[config.mk]
export PLATFORM = sky130hd
export DESIGN_NAME = osd_char_writer
export DESIGN_NICKNAME = d
export VERILOG_FILES = /design/src/rtl/osd_pkg.sv /design/src/rtl/osd_cursor.sv /design/src/rtl/osd_char_writer.sv
export SDC_FILE = /design/constraint.sdc
export NUM_CORES = 1
export LEC_CHECK = 0
export CAP_MARGIN = 15
export CELL_PAD_IN_SITES_DETAIL_PLACEMENT = 1
export CELL_PAD_IN_SITES_GLOBAL_PLACEMENT = 1
export CORE_MARGIN = 2
export CORE_UTILIZATION = 39
export CTS_CLUSTER_DIAMETER = 60
export CTS_CLUSTER_SIZE = 16
export DETAILED_ROUTE_END_ITERATION = 6
export PLACE_DENSITY_LB_ADDON = 0.1
export SYNTH_ARGS = -nofsm -noshare
export SYNTH_HDL_FRONTEND = slang
export SYNTH_SLANG_ARGS = --single-unit
[constraint.sdc]
create_clock -name clk -period 2.1 [get_ports clk]
set_input_delay 0.21 -clock clk [delete_from_list [all_inputs] [get_ports clk]]
set_output_delay 0.21 -clock clk [all_outputs]
set_load 0.02 [all_outputs]
[src/rtl/osd_pkg.sv]
// Shared command/state types and constants for the OSD character-RAM writer.
package osd_pkg;

    typedef enum logic [1:0] {
        OSD_NOP    = 2'd0,
        OSD_CLEAR  = 2'd1,
        OSD_SETPOS = 2'd2,
        OSD_PUTC   = 2'd3
    } osd_cmd_e;

    typedef enum logic [0:0] {
        ST_IDLE  = 1'b0,
        ST_CLEAR = 1'b1
    } osd_wr_state_e;

    localparam logic [7:0] OSD_CHAR_NL = 8'h0A;

endpackage

[src/rtl/osd_cursor.sv]
// Row/column cursor with a linear cell address kept in step, so a write can use
// the address directly without a multiply on the write path.
module osd_cursor
    import osd_pkg::*;
#(
    parameter  int ADDR_WIDTH = 11,
    parameter  int COLS       = 40,
    parameter  int ROWS       = 30,
    localparam int COL_W      = $clog2(COLS),
    localparam int ROW_W      = $clog2(ROWS)
) (
    input  logic                  clk,
    input  logic                  reset_n,
    input  logic                  zero,
    input  logic                  load,
    input  logic                  advance,
    input  logic                  newline,
    input  logic [ROW_W-1:0]      load_row,
    input  logic [COL_W-1:0]      load_col,
    output logic [ROW_W-1:0]      row,
    output logic [COL_W-1:0]      col,
    output logic [ADDR_WIDTH-1:0] lin_addr
);

    localparam logic [ROW_W-1:0] LAST_ROW = ROW_W'(ROWS - 1);
    localparam logic [COL_W-1:0] LAST_COL = COL_W'(COLS - 1);

    logic [ROW_W-1:0]      row_r, row_n_s;
    logic [COL_W-1:0]      col_r, col_n_s;
    logic [ADDR_WIDTH-1:0] addr_r, addr_n_s;

    // Next cursor position; operations are mutually exclusive, zero wins.
    always_comb begin
        row_n_s  = row_r;
        col_n_s  = col_r;
        addr_n_s = addr_r;
        if (zero) begin
            row_n_s  = {ROW_W{1'b0}};
            col_n_s  = {COL_W{1'b0}};
            addr_n_s = {ADDR_WIDTH{1'b0}};
        end else if (load) begin
            row_n_s  = (load_row > LAST_ROW) ? LAST_ROW : load_row;
            col_n_s  = (load_col > LAST_COL) ? LAST_COL : load_col;
            addr_n_s = ADDR_WIDTH'(row_n_s) * ADDR_WIDTH'(COLS) + ADDR_WIDTH'(col_n_s);
        end else if (advance) begin
            if (col_r == LAST_COL) begin
                col_n_s = {COL_W{1'b0}};
                if (row_r == LAST_ROW) begin
                    row_n_s  = {ROW_W{1'b0}};
                    addr_n_s = {ADDR_WIDTH{1'b0}};
                end else begin
                    row_n_s  = row_r + ROW_W'(1);
                    addr_n_s = addr_r + ADDR_WIDTH'(1);
                end
            end else begin
                col_n_s  = col_r + COL_W'(1);
                addr_n_s = addr_r + ADDR_WIDTH'(1);
            end
        end else if (newline) begin
            col_n_s = {COL_W{1'b0}};
            if (row_r == LAST_ROW) begin
                row_n_s  = {ROW_W{1'b0}};
                addr_n_s = {ADDR_WIDTH{1'b0}};
            end else begin
                row_n_s  = row_r + ROW_W'(1);
                addr_n_s = ADDR_WIDTH'(row_n_s) * ADDR_WIDTH'(COLS);
            end
        end else begin
            row_n_s  = row_r;
            col_n_s  = col_r;
            addr_n_s = addr_r;
        end
    end

    // Cursor registers.
    always_ff @(posedge clk or negedge reset_n) begin
        if (!reset_n) begin
            row_r  <= {ROW_W{1'b0}};
            col_r  <= {COL_W{1'b0}};
            addr_r <= {ADDR_WIDTH{1'b0}};
        end else begin
            row_r  <= row_n_s;
            col_r  <= col_n_s;
            addr_r <= addr_n_s;
        end
    end

    assign row      = row_r;
    assign col      = col_r;
    assign lin_addr = addr_r;

endmodule

[src/rtl/osd_char_writer.sv]
// Command-driven write controller for the OSD character RAM write port.
// Optional macro OSD_NEWLINE_EN: PUTC of 8'h0A moves to the next row instead of writing.
module osd_char_writer
    import osd_pkg::*;
#(
    parameter  int ADDR_WIDTH = 11,
    parameter  int DATA_WIDTH = 8,
    parameter  int COLS       = 40,
    parameter  int ROWS       = 30,
    localparam int COL_W      = $clog2(COLS),
    localparam int ROW_W      = $clog2(ROWS),
    localparam int NCELLS     = COLS * ROWS
) (
    input  logic                  clk,
    input  logic                  reset_n,
    input  logic                  cmd_valid,
    output logic                  cmd_ready,
    input  logic [1:0]            cmd_op,
    input  logic [DATA_WIDTH-1:0] cmd_char,
    input  logic [ROW_W-1:0]      cmd_row,
    input  logic [COL_W-1:0]      cmd_col,
    output logic                  we_a,
    output logic [ADDR_WIDTH-1:0] addr_a,
    output logic [DATA_WIDTH-1:0] data_a,
    output logic                  busy,
    output logic                  done,
    output logic [ROW_W-1:0]      cursor_row,
    output logic [COL_W-1:0]      cursor_col
);

    generate
        if (COLS * ROWS > 2 ** ADDR_WIDTH) begin : g_size_check
            $error("osd_char_writer: COLS*ROWS does not fit in ADDR_WIDTH");
        end
    endgenerate

    localparam logic [0:0]            S_IDLE    = ST_IDLE;
    localparam logic [0:0]            S_CLEAR   = ST_CLEAR;
    localparam logic [ADDR_WIDTH-1:0] LAST_CELL = ADDR_WIDTH'(NCELLS - 1);

    logic [0:0]            state_r;
    logic                  we_r, busy_r, done_r;
    logic [ADDR_WIDTH-1:0] addr_r;
    logic [DATA_WIDTH-1:0] data_r;

    logic                  accept_s, clear_start_s, put_s, clear_last_s;
    logic                  cur_load_s, cur_adv_s, cur_nl_s;
    logic [ADDR_WIDTH-1:0] cur_addr_s;

    assign cmd_ready    = (state_r == S_IDLE);
    assign accept_s     = cmd_valid && cmd_ready;
    assign clear_last_s = (state_r == S_CLEAR) && (addr_r == LAST_CELL);

    // Decode an accepted command into a write request and a cursor operation.
    always_comb begin
        clear_start_s = 1'b0;
        put_s         = 1'b0;
        cur_load_s    = 1'b0;
        cur_adv_s     = 1'b0;
        cur_nl_s      = 1'b0;
        if (accept_s) begin
            case (cmd_op)
                OSD_CLEAR:  clear_start_s = 1'b1;
                OSD_SETPOS: cur_load_s    = 1'b1;
                OSD_PUTC: begin
`ifdef OSD_NEWLINE_EN
                    if (cmd_char == DATA_WIDTH'(OSD_CHAR_NL)) begin
                        cur_nl_s = 1'b1;
                    end else begin
                        put_s     = 1'b1;
                        cur_adv_s = 1'b1;
                    end
`else
                    put_s     = 1'b1;
                    cur_adv_s = 1'b1;
`endif
                end
                default: begin
                    put_s = 1'b0;
                end
            endcase
        end else begin
            put_s = 1'b0;
        end
    end

    osd_cursor #(
        .ADDR_WIDTH (ADDR_WIDTH),
        .COLS       (COLS),
        .ROWS       (ROWS)
    ) u_cursor (
        .clk      (clk),
        .reset_n  (reset_n),
        .zero     (clear_last_s),
        .load     (cur_load_s),
        .advance  (cur_adv_s),
        .newline  (cur_nl_s),
        .load_row (cmd_row),
        .load_col (cmd_col),
        .row      (cursor_row),
        .col      (cursor_col),
        .lin_addr (cur_addr_s)
    );

    // FSM and registered RAM port; data_r doubles as the latched fill character.
    always_ff @(posedge clk or negedge reset_n) begin
        if (!reset_n) begin
            state_r <= S_IDLE;
            we_r    <= 1'b0;
            addr_r  <= {ADDR_WIDTH{1'b0}};
            data_r  <= {DATA_WIDTH{1'b0}};
            busy_r  <= 1'b0;
            done_r  <= 1'b0;
        end else begin
            done_r <= 1'b0;
            case (state_r)
                S_IDLE: begin
                    if (clear_start_s) begin
                        state_r <= S_CLEAR;
                        busy_r  <= 1'b1;
                        we_r    <= 1'b1;
                        addr_r  <= {ADDR_WIDTH{1'b0}};
                        data_r  <= cmd_char;
                    end else if (put_s) begin
                        we_r   <= 1'b1;
                        addr_r <= cur_addr_s;
                        data_r <= cmd_char;
                    end else begin
                        we_r <= 1'b0;
                    end
                end
                S_CLEAR: begin
                    if (clear_last_s) begin
                        state_r <= S_IDLE;
                        we_r    <= 1'b0;
                        busy_r  <= 1'b0;
                        done_r  <= 1'b1;
                    end else begin
                        we_r   <= 1'b1;
                        addr_r <= addr_r + ADDR_WIDTH'(1);
                    end
                end
                default: begin
                    state_r <= S_IDLE;
                    we_r    <= 1'b0;
                    busy_r  <= 1'b0;
                end
            endcase
        end
    end

    assign we_a   = we_r;
    assign addr_a = addr_r;
    assign data_a = data_r;
    assign busy   = busy_r;
    assign done   = done_r;

endmodule
* Word level (Yosys, flattened, before mapping)
Cells that the tools add are included.
** Word-level totals
- Register bits :: 45
- Bits of input ports :: 24
- Output and inout port bits :: 34
** Cells by class
- Add/sub/neg operators :: 5
- Multiply operators :: 1
- Magnitude comparators :: 2
- Eq/ne operators :: 10
- Multiplexer cells :: 39
- Bitwise logic cells :: 1
- Reductions and logical operators :: 9
** Operators by type and width (count)
- $mux 11 :: 8
- $mux 5 :: 6
- $mux 6 :: 5
- $add 11x1->11 const B :: 2
- $pmux 11 s2 :: 1
- $mux 8 :: 2
- $mux 1 :: 14
- $add 11x6->11 :: 1
- $eq 11x11->1 const B :: 1
- $mul 5x3->8 const B :: 1
- $reduce_and 2->1 :: 4
- $add 6x1->6 const B :: 1
- $eq 6x6->1 const B :: 1
- $gt 6x6->1 const B :: 1
- $pmux 1 s2 :: 3
- $reduce_bool 3->1 :: 2
- $add 5x1->5 const B :: 1
- $eq 5x5->1 const B :: 1
- $gt 5x5->1 const B :: 1
- $eq 2x2->1 const B :: 2
- $ne 2x1->1 const B :: 2
- $ne 3x1->1 const B :: 1
- $eq 2x1->1 const B :: 1
- $logic_and 1x1->1 :: 2
- other kinds (3) :: 3

* Logic depth before layout (Yosys ltp)
Gate-level depths: netlist of the first run.
- Word-level depth :: 6
- Mapped depth :: 13

* By module
A second synthesis of the first run with hierarchy kept.
** Unflattened totals
- Cell total of the unflattened synthesis :: 378
- Area total of the unflattened synthesis :: 3309.4 um^2
** Modules (own cells, without submodules)
- osd_cursor :: times used 1, cells an instance 250, area each 2110.8 um^2
- osd_char_writer :: times used 1, cells an instance 128, area each 1198.6 um^2

* Worst setup path before layout of the first run
OpenSTA, ideal clock, no wires.
- Path type :: input port to flip-flop
- Start :: input port cmd_row[4]
- End :: register u_cursor.addr_r[9], in the netlist u_cursor.lin_addr[9]
- Setup time :: 0.126 ns
- Data arrival time :: 2.409 ns
- Slack :: -0.435 ns
- Stages on the path :: 13
- Cell sequence :: clkbuf_1 > nand3_1 > nand2_1 > inv_1 > ha_1 > ha_1 > inv_1 > fa_1 > xnor2_1 > o2111a_1 > xnor3_1 > nor2_1 > o21ai_0
** Between the ends
- Word-level cells in the longest chain between the ends :: 6
** Ends and longest elaborated chain
- from (decl) :: line osd_char_writer.sv:20 : input logic [ROW_W-1:0] cmd_row,
- $gt 5x5->1 :: line osd_cursor.sv:42 : row_n_s = (load_row > LAST_ROW) ? LAST_ROW : load_row;
- $mux 5 (*) :: line osd_cursor.sv:42
- $mul 5x3->8 (*) :: line osd_cursor.sv:44 : addr_n_s = ADDR_WIDTH'(row_n_s) * ADDR_WIDTH'(COLS) + ADDR_WIDTH'(col_n_s);
- $add 11x6->11 (*) :: line osd_cursor.sv:44
- $mux 11 (*) :: line osd_cursor.sv:41 : end else if (load) begin
- $mux 11 (*) :: line osd_cursor.sv:37 : if (zero) begin
- to (signal assigned) :: line osd_cursor.sv:80 : addr_r <= {ADDR_WIDTH{1'b0}};
- to (signal assigned) :: line osd_cursor.sv:84 : addr_r <= addr_n_s;
- to (decl) :: line osd_cursor.sv:30 : logic [ADDR_WIDTH-1:0] addr_r, addr_n_s;
Every way passes the cells marked *; elsewhere a longest branch is shown, timed or not.
A chain may end at the register's enable or synchronous reset.

* Final worst setup path of the first run
- Start :: input port cmd_row[1]
- End :: register u_cursor.addr_r[9], in the netlist u_cursor.lin_addr[9]
The elaborated chain is that of the path after synthesis.

==> run_results.csv, run 1 <==
group,metric,value,unit
route,wirelength,9220,um
clock_network,cts_max_path_buffers,2,
synth,syn_area,0.002915,mm^2
power,total_power,1.858,mW
timing,timing.final.crit_share,94.48,%
flow_run,drv_cap,0,
placement,dp_hpwl,7189,um
clock_network,clock_latency,0.32,ns
setup_path,crit_arrival,2.18,ns
timing,period_needed,1.984,ns
cells_and_area,drive_gt1_share,21.51,%
timing,finalSetupViolations,0,
global_routing,grt_overflow,0,
setup_path,cp-start-kind,"primary input",
power,power_leakage,1.759,nW
cells_and_area,final_area,0.004068,mm^2
synth,avgSynthCellArea,8.861,um^2
route,routedWlPerCell,17.66,um
cells_and_area,most-common-layout-cells,"51 x clkdlybuf4s50_1, 45 x dfrtp_1, 42 x buf_4",
cells_and_area,fin_cells,522,
floorplan,dieArea,0.008183,mm^2
synth,dominantRegCellSynth,"dfrtp_1",
status,status,"finished clean",
route,ant_nets,0,
placement,port_buffers,57,
placement,dpl_cell_area,0.003928,mm^2
synth,synth_edf_count,0,
floorplan,io_pins,58,
clock_network,cts_sinks,45,
setup_path,worstPathMaxFanout,2,
worst_hold_path,holdCritPathClass,"in2async",
cells_and_area,nets,460,
timing,hold_viol,0,
setup_path,crit_type,"in2reg",
route,vias,2942,
timing,slew-limit-headroom,65.75,%
cells_and_area,antennaDiodeCount,0,
route,viasPerCell,5.636,
placement,place_inst,513,
synth,postSynth.asyncResetShare,100.0,%
clock_network,ctsRootBufferMaster,"clkbuf_8",
cells_and_area,syn_to_final_growth,39.53,%
timing,tns,0,ns
route,drt_iter0_drc,94,
setup_path,cp.required,2.30,ns
synth,yosys_warnings,0,
power,ir_drop,0.3055,mV
cells_and_area,final_util,56.08,%
power,power.density,456.8,mW/mm^2
global_routing,grt_pass1_wl,15500,um
cells_and_area,nFillCells,856,
global_routing,grt_max_degree,19,
floorplan,rows,31,
timing,fmax,504.0,MHz
clock_network,cts_tree,"built",
global_routing,antenna_found_initial,0,
clock_network,cts_buffers,5,
floorplan,die_h,90.46,um
setup_path,cp-end-kind,"flop",
synth,synth_top_area_share,38.63,%
global_routing,grtUsageTotal,23.47,%
synth,syn_nets,367,
global_routing,first_global_vias,3113,
synth,yosysSeqAreaShare,38.63,%
timing,grt_setup_unrepaired,"no",
placement,gp_congestion,0.8191,
synth,ys_types,58,
route,drt_first_pass_iters,4,
floorplan,chipWidth,90.46,um
route,drc,0,
cells_and_area,layout_commonest_cell,"clkdlybuf4s50_1",
timing,tightest_slew,0.5094,ns
synth,synth.ff_latch_count,45,
synth,synthTopCellsByArea,"dfrtp_1 39%, ha_1 5.2%, o21ai_0 4.8%",
floorplan,core,0.007253,mm^2
clock_network,clk_pin_slew,0.09,ns
timing,skew,0.01182,ns
floorplan,initial_core_util,40.19,%
timing,report.final.slew_viol_count,0,
synth,yosys.area.top_type,"dfrtp_1",
synth,synthCells,329,
clock_network,h-tree-depth,2,
==> worst paths after layout <==
check,from,cells past startpoint,slack [ns],end
min in group clk,cmd_row[3],4,0.41,u_cursor.row[3]
hold / removal,reset_n,2,0.35,addr_a[6]
setup / recovery,cmd_row[1],12,0.12,u_cursor.lin_addr[9]
max in group asynchronous,reset_n,3,1.15,u_cursor.lin_addr[3]
hold reg to reg,data_a[6],1,0.52,data_a[6]
setup reg to reg,addr_a[8],7,0.12,u_cursor.lin_addr[10]
==> per-layer routing <==
metal  up-vias  global-route usage [%]  routed length, um
met4         0                   6.795                125
met3        12                   3.923                261
met1      1470                   31.18               4240
li1       1408                       -                  -
met5         -                       0                  0
met2        52                   39.37               4593
==> flip-flops by register name (all words and copies together), names as in the netlist <==
name	count
busy	1
data_a	8
u_cursor.row	5
done	1
u_cursor.lin_addr	11
we_a	1
state_r	1
addr_a	11
u_cursor.col	6
==> timing repair <==
| action | in CTS | in global routing |
|---|---|---|
| gates cloned | 0 | 0 |
| hold buffers | 1 | 0 |
| pin swaps | 0 | 5 |
| gates resized for setup | 8 | 18 |
| buffers inserted | 0 | 0 |
| endpoints found under the setup margin | 4 | 9 |
| endpoints found under the hold margin | 15 | 0 |
==> Yosys cell counts, types with 4 or more instances <==
library cell and n:
nor2_1 21, nand2_1 27, inv_1 19, and2_1 4, o21ai_0 28, mux2_2 8
o211ai_1 4, nand4_1 5, o2bb2ai_1 6, a21oi_1 22, xnor2_1 7, a31oi_1 10
dfrtp_1 45, o31ai_1 5, ha_1 12, o221ai_1 4, nand3_1 17, nor3_1 9
clkbuf_1 13
==> cell families (layout without fill, tap and decap cells) <==
group,Yosys count,count (layout),synth area share [%]
XOR/XNOR,11,11,3.777
flip-flops,45,45,38.63
AO/OA/AOI/OAI,102,102,22.66
multiplexers,9,9,3.434
adder cells (fa/ha/maj),14,14,6.524
buffers and inverters,36,130,4.721
AND/OR/NAND/NOR,112,112,20.26
==> stage by stage <==
| stage | hold slack (ns) | setup WS [ns] |
|---|---|---|
| CTS | 0.3594 | 0.001709 |
| floorplan | -0.08559 | -0.08047 |
| global route | 0.3750 | 0.01103 |
| detailed placement | 0.1596 | -0.6476 |
| finish | 0.3526 | 0.1160 |
| global placement | 0.1605 | -0.5239 |
==> worst max-delay path, stage by stage <==
cell and delay (ns):
dlygate4sd2_1 0.26, inv_1 0.07, o21ai_2 0.15, and2_4 0.17, ha_4 0.13, inv_2 0.04, fa_2 0.40, xnor2_2 0.15
o2111a_1 0.21, xnor3_1 0.20, nor2_1 0.11, o21ai_1 0.07
==> area by class of cell <==
cell class	instances	area [um^2]	share of cell area [%]
multi-input cells	248	1763	43.34
flip-flops and latches	45	1126	27.68
repair buffers	100	877.1	21.56
well taps	99	123.9	3.045
inverters	22	86.33	2.122
clock buffers	5	68.82	1.692
clock inverters	3	22.52	0.5537
==> report_power, final <==
group	switching [mW]	internal [mW]	leakage, nW
Clock	0.340	0.234	0.0364
Combinational	0.167	0.197	1.14
Sequential	0.0317	0.888	0.579
Power figures use the tool's default switching activity.
==> run 2: changes to the inputs <==
--- a/config.mk
+++ b/config.mk
@@ -13,7 +13,7 @@
 export CTS_CLUSTER_DIAMETER = 60
 export CTS_CLUSTER_SIZE = 16
 export DETAILED_ROUTE_END_ITERATION = 6
-export PLACE_DENSITY_LB_ADDON = 0.1
+export PLACE_DENSITY_LB_ADDON = 0.15
 export SYNTH_ARGS = -nofsm -noshare
 export SYNTH_HDL_FRONTEND = slang
 export SYNTH_SLANG_ARGS = --single-unit
==> run_results.csv, run 2 (synthesis results as in run 1) <==
group,metric,value,unit
clock_network,ctsRootBufferMaster,"clkbuf_8",
route,vias,2961,
cells_and_area,drive_gt1_share,21.65,%
route,wirelength,9297,um
clock_network,cts_max_path_buffers,2,
power,power_leakage,1.805,nW
cells_and_area,final_area,0.004136,mm^2
cells_and_area,syn_to_final_growth,41.89,%
clock_network,cts_buffers,5,
route,ant_nets,0,
setup_path,r2r_cells,7,
status,status,"finished clean",
global_routing,grt_overflow,0,
placement,dpl_cell_area,0.003913,mm^2
cells_and_area,layout_commonest_cell,"clkdlybuf4s50_1",
clock_network,clock_latency,0.30,ns
setup_path,r2r_start,"addr_a[8]",
timing,grt_setup_unrepaired,"yes",
worst_hold_path,holdCritPathClass,"in2reg",
timing,slew-limit-headroom,63.99,%
setup_path,path_common_cell,"nor2b_4",
floorplan,io_pins,58,
placement,port_buffers,57,
floorplan,dieArea,0.008183,mm^2
placement,dp_slack,-0.6556,ns
floorplan,die_h,90.46,um
timing,timing.final.crit_share,98.33,%
setup_path,worstPathMaxFanout,2,
setup_path,cp-end-kind,"flop",
setup_path,cp_cell_sequence,"clkdlybuf4s50_1, nor2b_4, ha_1, inv_1, fa_2, nor2b_4, o2111a_1, xnor3_1, nor2_1, o21ai_1",
floorplan,rows,31,
route,routedWlPerCell,17.74,um
setup_path,crit_arrival,2.25,ns
route,drt_first_pass_iters,5,
timing,report.final.slew_viol_count,0,
global_routing,antenna_found_initial,0,
timing,fmax,484.3,MHz
floorplan,initial_core_util,40.19,%
setup_path,crit_slowest_cell,"clkdlybuf4s50_1",
route,viasPerCell,5.651,
global_routing,grt_max_degree,24,
flow_run,drv_cap,0,
power,power.density,479.0,mW/mm^2
timing,tightest_slew,0.5377,ns
global_routing,grtUsageTotal,23.68,%
clock_network,h-tree-depth,2,
setup_path,startpoint,"cmd_col[3]",
worst_hold_path,hp-start,"cmd_row[3]",
cells_and_area,nets,462,
timing,tns,0,ns
global_routing,first_global_vias,3212,
cells_and_area,antennaDiodeCount,0,
timing,period_needed,2.065,ns
setup_path,crit_type,"in2reg",
cells_and_area,most-common-layout-cells,"50 x clkdlybuf4s50_1, 45 x dfrtp_1, 44 x buf_4",
power,ir_drop,0.2840,mV
floorplan,core,0.007253,mm^2
floorplan,chipWidth,90.46,um
timing,skew,0.003265,ns
timing,finalWorstSetupSlack,0.03516,ns
timing,hold_viol,0,
route,drt_iter0_drc,117,
setup_path,cp.required,2.29,ns
clock_network,cts_tree,"built",
setup_path,r2r_end,"u_cursor.lin_addr[6]",
placement,gp_congestion,0.8288,
timing,finalSetupViolations,0,
clock_network,clk_pin_slew,0.09,ns
setup_path,cp-start-kind,"primary input",
setup_path,critical-path-max-stage-delay,0.51,ns
setup_path,endpoint,"u_cursor.lin_addr[9]",
clock_network,cts_sinks,45,
placement,dp_hpwl,7116,um
global_routing,grt_pass1_wl,15770,um
route,drc,0,
setup_path,rrSetupSlack,0.11,ns
## run 2: cell count changes in the layout (fill, tap and decap cells not counted), sizes merged
cell,before,now
buf,43,48
bufinv,0,1
clkbuf,8,6
clkdlybuf4s50,51,50
clkinv,1,2
clkinvlp,3,1
dlygate4sd2,1,0
dlymetal6s2s,1,2
## run 2: cell type report
cell class,instances,area (um^2)
clock inverters,3,46.29
flip-flops and latches,45,1126
well taps,99,123.9
repair buffers,102,909.6
inverters,22,86.33
clock buffers,5,68.82
fillers,881,3117
multi-input cells,248,1775
## run 2: how the worst min path moves through the flow
stage	end	slack, ns	cells after the start
finish	u_cursor.row[3]	0.38	4
global route	u_cursor.row[3]	0.39	4
CTS	u_cursor.lin_addr[8]	0.39	2
detailed placement	u_cursor.lin_addr[8]	0.18	1
global placement	u_cursor.lin_addr[8]	0.18	1
floorplan	addr_a[0]	-0.09	0
## run 2: worst max-delay path, delay by kind of cell
family,cells,cell delay [ns]
buffers and inverters,2,0.56
adder cells (fa/ha/maj),2,0.54
AND/OR/NAND/NOR,3,0.42
AO/OA/AOI/OAI,2,0.31
XOR/XNOR,1,0.22
## run 2: power by group
group | internal, mW | switching, mW | total (mW)
clock | 0.357 | 0.327 | 0.684
sequential | 0.888 | 0.0310 | 0.919
combinational | 0.207 | 0.171 | 0.378
## run 2: timing repair
| item | 4_1_cts | 5_1_grt |
|---|---|---|
| hold endpoints to repair | 16 | 0 |
| setup endpoints to repair | 4 | 9 |
| hold buffers | 1 | 0 |
| setup buffers | 2 | 2 |
| gates resized for setup | 11 | 25 |
| pin swaps | 2 | 11 |
## run 2: metrics by stage
step	power, mW	instances	hold WS [ns]	util (%)
2_1_floorplan	1.106	329	-0.08559	-
3_3_place_gp	1.283	511	0.1775	53.94
3_5_place_dp	1.295	511	0.1790	53.94
4_1_cts	1.990	522	0.3944	55.99
5_1_grt	2.074	524	0.3939	57.03
6_report	1.981	524	0.3784	57.03
## run 2: metal layers
| metal | share of wire [%] | track usage, % | vias up |
|---|---|---|---|
| met4 | 0.89 | 5.128 | 0 |
| li1 | - | - | 1402 |
| met3 | 3.0 | 2.838 | 9 |
| met5 | 0 | 0 | - |
| met2 | 53 | 42.04 | 52 |
| met1 | 44 | 30.95 | 1498 |
